### config.mk
export PLATFORM = sky130hd
export DESIGN_NAME = seq_sign_mag_multiplier
export DESIGN_NICKNAME = d
export VERILOG_FILES = /design/src/rtl/seq_sign_mag_multiplier.sv
export SDC_FILE = /design/constraint.sdc
export NUM_CORES = 1
export LEC_CHECK = 0
export ABC_CLOCK_PERIOD_IN_PS = 2500
export CAP_MARGIN = 20
export CORE_MARGIN = 4
export CORE_UTILIZATION = 45
export DETAILED_ROUTE_END_ITERATION = 6
export PLACE_DENSITY = 0.75
export SKIP_LAST_GASP = 1
export SYNTH_ARGS = -nofsm -noshare
export SYNTH_HDL_FRONTEND = slang
export SYNTH_SLANG_ARGS = --single-unit
### constraint.sdc
create_clock -name clk -period 2.5 [get_ports clk]
set_input_delay 0.375 -clock clk [delete_from_list [all_inputs] [get_ports clk]]
set_output_delay 0.375 -clock clk [all_outputs]
set_load 0.02 [all_outputs]
### src/rtl/seq_sign_mag_multiplier.sv
// Iterative sign-magnitude multiplier: shift-add datapath,
// one multiplier bit per clock, start/busy/done handshake.
module seq_sign_mag_multiplier #(
  parameter int WIDTH           = 8,
  parameter bit ZERO_SIGN_CLEAR = 1'b1
) (
  input  logic               clk,
  input  logic               rst_n,
  input  logic               start,
  input  logic               X_signal,
  input  logic [WIDTH-1:0]   X_mag,
  input  logic               Y_signal,
  input  logic [WIDTH-1:0]   Y_mag,
  output logic               busy,
  output logic               done,
  output logic               Mult_signal,
  output logic [2*WIDTH-1:0] P_mag
);

  localparam int CW = $clog2(WIDTH + 1);

  typedef enum logic [1:0] {
    IDLE,
    RUN,
    DONE
  } state_e;

  state_e             state_q, state_d;
  logic               xs_q, xs_d;
  logic               ys_q, ys_d;
  logic [WIDTH-1:0]   mcand_q, mcand_d;
  logic [WIDTH-1:0]   mplier_q, mplier_d;
  logic [2*WIDTH-1:0] acc_q, acc_d;
  logic [2*WIDTH-1:0] p_q, p_d;
  logic [CW-1:0]      cnt_q, cnt_d;
  logic               sign_q, sign_d;
  logic               busy_q, busy_d;
  logic               done_q, done_d;

  logic [WIDTH:0]     sum;
  logic [2*WIDTH:0]   wide;
  logic [2*WIDTH-1:0] acc_sh;
  logic               last;

  always_comb begin
    // partial sum keeps its carry in the top bit before the shift
    sum    = {1'b0, acc_q[2*WIDTH-1:WIDTH]}
           + {1'b0, (mplier_q[0] ? mcand_q : '0)};
    wide   = {sum, acc_q[WIDTH-1:0]};
    acc_sh = (2*WIDTH)'(wide >> 1);
    last   = (cnt_q == CW'(WIDTH - 1));

    state_d  = state_q;
    xs_d     = xs_q;
    ys_d     = ys_q;
    mcand_d  = mcand_q;
    mplier_d = mplier_q;
    acc_d    = acc_q;
    p_d      = p_q;
    cnt_d    = cnt_q;
    sign_d   = sign_q;

    unique case (state_q)
      IDLE: begin
        if (start) begin
          state_d  = RUN;
          xs_d     = X_signal;
          ys_d     = Y_signal;
          mcand_d  = X_mag;
          mplier_d = Y_mag;
          acc_d    = '0;
          cnt_d    = '0;
        end
      end
      RUN: begin
        acc_d    = acc_sh;
        mplier_d = mplier_q >> 1;
        cnt_d    = cnt_q + 1'b1;
        if (last) begin
          state_d = DONE;
          p_d     = acc_sh;
          sign_d  = (xs_q ^ ys_q)
                  & ~(ZERO_SIGN_CLEAR && (acc_sh == '0));
        end
      end
      DONE: state_d = IDLE;
      default: state_d = IDLE;
    endcase

    busy_d = (state_d != IDLE);
    done_d = (state_d == DONE);
  end

  always_ff @(posedge clk or negedge rst_n) begin
    if (!rst_n) begin
      state_q  <= IDLE;
      xs_q     <= 1'b0;
      ys_q     <= 1'b0;
      mcand_q  <= '0;
      mplier_q <= '0;
      acc_q    <= '0;
      p_q      <= '0;
      cnt_q    <= '0;
      sign_q   <= 1'b0;
      busy_q   <= 1'b0;
      done_q   <= 1'b0;
    end else begin
      state_q  <= state_d;
      xs_q     <= xs_d;
      ys_q     <= ys_d;
      mcand_q  <= mcand_d;
      mplier_q <= mplier_d;
      acc_q    <= acc_d;
      p_q      <= p_d;
      cnt_q    <= cnt_d;
      sign_q   <= sign_d;
      busy_q   <= busy_d;
      done_q   <= done_d;
    end
  end

  assign busy        = busy_q;
  assign done        = done_q;
  assign Mult_signal = sign_q;
  assign P_mag       = p_q;

endmodule

-- Word-level counts from Yosys, hierarchy flattened
Cells that the tools add are included.
Widths: inputs -> output; s select.
- word-level logic and storage cells: 37
- output and inout port bits: 19
- input port bits: 21
- bits in registers: 59
- eq/ne operators: 4
- reductions and logical operators: 7
- muxes and demuxes: 10
- bitwise logic cells: 3
- add/subtract/negate cells: 2
- operator list (cell ; count):
    $pmux 16 s2 ; 1
    $logic_not 16->1 ; 1
    $mux 16 ; 1
    $mux 8 ; 2
    $pmux 8 s2 ; 1
    $add 8x8->9 ; 1
    $pmux 4 s2 ; 1
    $reduce_and 2->1 ; 3
    $add 4x1->4 const B ; 1
    $eq 4x3->1 const B ; 1
    $mux 2 ; 2
    $mux 4 ; 1
    $pmux 2 s2 ; 1
    $reduce_bool 2->1 ; 2
    $eq 2x1->1 const B ; 1
    $eq 2x2->1 const B ; 1
    $logic_not 2->1 ; 1
    $ne 2x2->1 const B ; 1
    $and 1x1->1 ; 1
    $not 1->1 ; 1
    $xor 1x1->1 ; 1

-- Logic depth before layout (Yosys ltp)
- depth after elaboration: 5
- gate-level depth with buffers: 9
- gate-level depth less buffers: 9

-- Worst setup path after synthesis
OpenSTA, ideal clock, no wires.
- kind: register to register
- start: register mplier_q[0]
- end: register sign_q (netlist: Mult_signal)
- clock period less this slack: 2.268 ns
- cell stages (with the launch flop): 10
- path buffers: 0
- path slack: 0.232 ns
- required time: 2.354 ns
- arrival: 2.122 ns
- library setup time: 0.146 ns
- path through: dfrtp_1 -> and2_1 -> ha_1 -> fa_1 -> a211oi_2 -> o21bai_1 -> a21oi_2 -> xnor2_1 -> nor4_1 -> a31oi_1
- word-level cells in the longest chain between the ends: 5
- ends and longest elaborated chain (item ; RTL line ; text):
    from (decl) ; 32 ; logic [WIDTH-1:0] mplier_q, mplier_d;
    from (signal assigned) ; 112 ; mplier_q <= mplier_d;
    $mux 8 ; 48 ; + {1'b0, (mplier_q[0] ? mcand_q : '0)};
    $add 8x8->9 ; 48 ;
    $logic_not 16->1 ; 83 ; & ~(ZERO_SIGN_CLEAR && (acc_sh == '0));
    $not 1->1 ; 83 ;
    $and 1x1->1 ; 83 ;
    to (signal assigned) ; 116 ; sign_q <= sign_d;
    to (decl) ; 36 ; logic sign_q, sign_d;
No other way between the ends.
A chain may end at the register's enable or synchronous reset.

-- Final worst setup path
Ends and elaborated chain as after synthesis.

==> results by group <==
Final layout
  • N_diodes: 0
  • Multi-input logic area: 1110 um^2
  • Fillers: 466
  • Ratio of cells with drive above 1 in the final layout: 0.145
  • Final Util: 0.606
  • Final #Nets: 330
  • Area Growth Syn to Fin: 29.2%
  • Sequential Area: 1450 um^2

Synth
  • Top FF cell, synth: dfrtp_1
  • Synth warn: 0
  • Synth Area in Compound Gates: 0.146
  • Cell variety after synth: 37
  • Post-synth EDFFs: 0
  • Synth Register Bits: 58
  • Post-synthesis simple-gate area fraction: 0.163
  • Sequential fraction of the synthesis area: 0.555
  • Mapped Nets: 278
  • Post-Synth XOR/XNOR Area: 0.0201
  • Multiplexer share of the synthesized area: 0.0430
  • Synth Instances: 247
  • Combinational family with the most area after synthesis: simple AND/OR/NAND/NOR gates
  • Mapped Avg Cell Area: 10.6 um^2
  • Syn Std Cell Area: 2620 um^2
  • Async set-reset flop share out of synthesis: 1.00
  • Adder-cell share of the synthesized area: 0.0507

STA
  • RSZ-0062 raised after global routing: false
  • Max-slew headroom: 0.571
  • Max Slew Vio Count: 0
  • Final setup viols: 0
  • Fin Hold WS: 0.0595 ns
  • Fmax: 0.428 GHz
  • Sum Neg Setup Slack: 0 ns
  • Final min period: 2.33 ns
  • Final Hold Viols: 0
  • Slew @ Worst Pin: 0.644 ns
  • Setup Skew: 0.00709 ns
  • Period utilisation layout: 0.934

Floorplan
  • Core area: 5570 um^2
  • DIE AREA: 7100 um^2
  • Die Wd: 84.3 um
  • Initial Utilization: 0.469
  • Site row count: 27
  • IO Count: 40
  • Die Span Y: 84.3 um

Routing
  • Via density: 5.08
  • Average wire per standard cell: 13.6 um
  • Final wirelength: 5130 um
  • Starting DRC count in detailed routing: 50
  • TritonRoute pass-1 iters: 4
  • Routed Antenna Nets: 0
  • DRC viols: 0
  • Vias: 1911

GRT
  • First-pass GRT wire length: 8910 um
  • Vias in the first global route: 1934
  • Pin count of the biggest net entering global routing: 32
  • Initial antenna violation count: 0
  • Grt total ovfl: 0
  • Gr usage total: 0.159

Critical path
  • CP Max Fanout: 3
  • Crit path DAT: 2.53 ns
  • CP max stage delay: 0.42 ns
  • CP startpoint kind: flop
  • Worst Setup End Kind: flop
  • Crit Path Class: reg2reg
  • Required @ worst endpoint: 2.70 ns
  • Critical-path cell list: and2_1 > ha_1 > fa_1 > a211oi_2 > o21bai_1 > a21oi_2 > a21oi_1 > nor4_2 > a31oi_1
  • Slowest CP cell: fa_1

Hold path
  • Hold Path Class: in2async

Clocking
  • CTS tree: built
  • H-tree depth: 3
  • CTS Hold Buffers Added: 0
  • Clock sink count: 58
  • Clock latency at the later pin of the worst-skew pair: 0.34 ns
  • CTS clock-pin slew for the worst setup and hold paths: 0.07 ns
  • Clk buf depth: 2
  • Num CTS Buffers: 9
  • Root buf cell: clkbuf_8

Power and ir drop
  • Pint: 0.00265 W
  • Seq pwr share: 0.391
  • Comb pwr share: 0.354
  • P_leak: 1.57 nW
  • Clk pwr share: 0.256
  • Sw Share: 0.328
  • Peak VDD IR: 0.521 mV
  • Power Density: 1170 nW/um^2
  • NetSw: 0.00130 W

Flow run
  • Max-Cap Viols: 0

Status
  • Status: finished clean

Placement
  • Placer congestion estimate: 0.783
  • HPWL after DPL: 3740 um
  • I/O Buffers: 39
[worst paths after layout]
kind	end	slack, ns	cells past startpoint	start
setup / recovery	Mult_signal$_DFFE_PN0P_	0.17	9	mplier_q[0]$_DFFE_PN0P_
hold / removal	acc_q[15]$_DFFE_PN0P_	0.06	1	rst_n
setup reg to reg	Mult_signal$_DFFE_PN0P_	0.17	9	mplier_q[0]$_DFFE_PN0P_
hold reg to reg	P_mag[0]$_DFFE_PN0P_	0.48	2	P_mag[0]$_DFFE_PN0P_
max in group asynchronous	mplier_q[5]$_DFFE_PN0P_	1.77	2	rst_n
min in group clk	P_mag[0]$_DFFE_PN0P_	0.48	2	P_mag[0]$_DFFE_PN0P_
[through the flow]
stage / setup WS, ns / power, W / area, um^2 / std cells
after global placement: 0.196 / 0.00291 / 3140 / 360
final: 0.165 / 0.00395 / 3380 / 376
after floorplan: 0.232 / 0.00241 / 2620 / 247
after CTS: 0.115 / 0.00400 / 3370 / 376
after global routing: 0.000533 / 0.00422 / 3380 / 376
after detailed placement: 0.123 / 0.00297 / 3140 / 360
[cell type report]
| class | instances | area share |
|---|---|---|
| sequential | 58 | 0.429 |
| inverter | 3 | 0.00333 |
| clock inverter | 6 | 0.0311 |
| clock buffer | 10 | 0.0378 |
| multi-input combinational | 175 | 0.329 |
| tap | 72 | 0.0267 |
| timing repair buffer | 52 | 0.143 |
[per-layer routing]
| metal | GRT usage | vias to the layer above | share of wire |
|---|---|---|---|
| li1 | - | 971 | - |
| met1 | 0.219 | 889 | 0.50 |
| met2 | 0.230 | 38 | 0.42 |
| met3 | 0.0314 | 13 | 0.045 |
| met4 | 0.0965 | 0 | 0.029 |
| met5 | 0 | - | 0 |
[cells by family (layout without fill, tap and decap cells)]
logic type	Yosys count	in the layout
AO/OA/AOI/OAI	57	57
buffers and inverters	14	71
flip-flops	58	58
adder cells (fa/ha/maj)	10	10
AND/OR/NAND/NOR	92	92
XOR/XNOR	6	6
multiplexers	10	10
[power by group through the flow]
stage	Combinational, W	Clock (W)	Sequential [W]
floorplan	0.000782	0	0.00163
global placement	0.00137	0	0.00154
detailed placement	0.00141	0	0.00156
CTS	0.00141	0.00104	0.00155
global route	0.00155	0.00108	0.00159
finish	0.00140	0.00101	0.00154
[cell usage after synthesis (2+ instances only)]
library cell  count  area [um^2]
buf_2             3         15.0
o21ai_0          19         95.1
inv_1             2         7.51
ha_1              9          113
o21bai_1          2         15.0
a21oi_1          10         50.1
nor4_1            2         12.5
nor2b_1          10         62.6
nand4_1           2         12.5
nand2_1          51          191
a22oi_1           6         45.0
and2_1            8         50.1
xnor2_1           4         35.0
nor2_1           10         37.5
mux2_2           10          113
nand2b_1          2         12.5
dfrtp_1          58         1450
clkbuf_1          7         26.3
a22o_1           13          114
xor2_1            2         17.5
[worst max-delay path, delay by kind of cell, from the launching register on]
kind	cells	cell delay [ns]
AO/OA/AOI/OAI	5	0.82
AND/OR/NAND/NOR	2	0.38
adder cells (fa/ha/maj)	2	0.62
flip-flops	1	0.38
[placed cells by master (no fill, tap or decap), types with 2 or more instances in the layout]
cell type,n
o21bai_1,2
ha_1,9
dfrtp_1,58
nor2b_1,10
inv_1,2
a22oi_1,6
nand2b_1,2
xnor2_1,4
xor2_1,2
o21ai_0,19
buf_4,13
a21oi_1,10
nand2_1,51
clkdlybuf4s50_1,38
nor2_1,10
clkinv_2,3
nand4_1,2
clkbuf_8,9
mux2_2,10
bufinv_16,3
and2_1,8
a22o_1,13
[state kept, by name (all words and copies together), names as in the netlist]
signal and count:
P_mag 16, acc_q 15, mcand_q 8, mplier_q 8, cnt_q 4, state_q 2
Mult_signal 1, busy 1, done 1, xs_q 1, ys_q 1
[repair_timing]
item,CTS,global route
setup endpoints to repair,0,1
resized for setup,0,1
setup buffers,0,0
(Power assumes the default switching activity.)
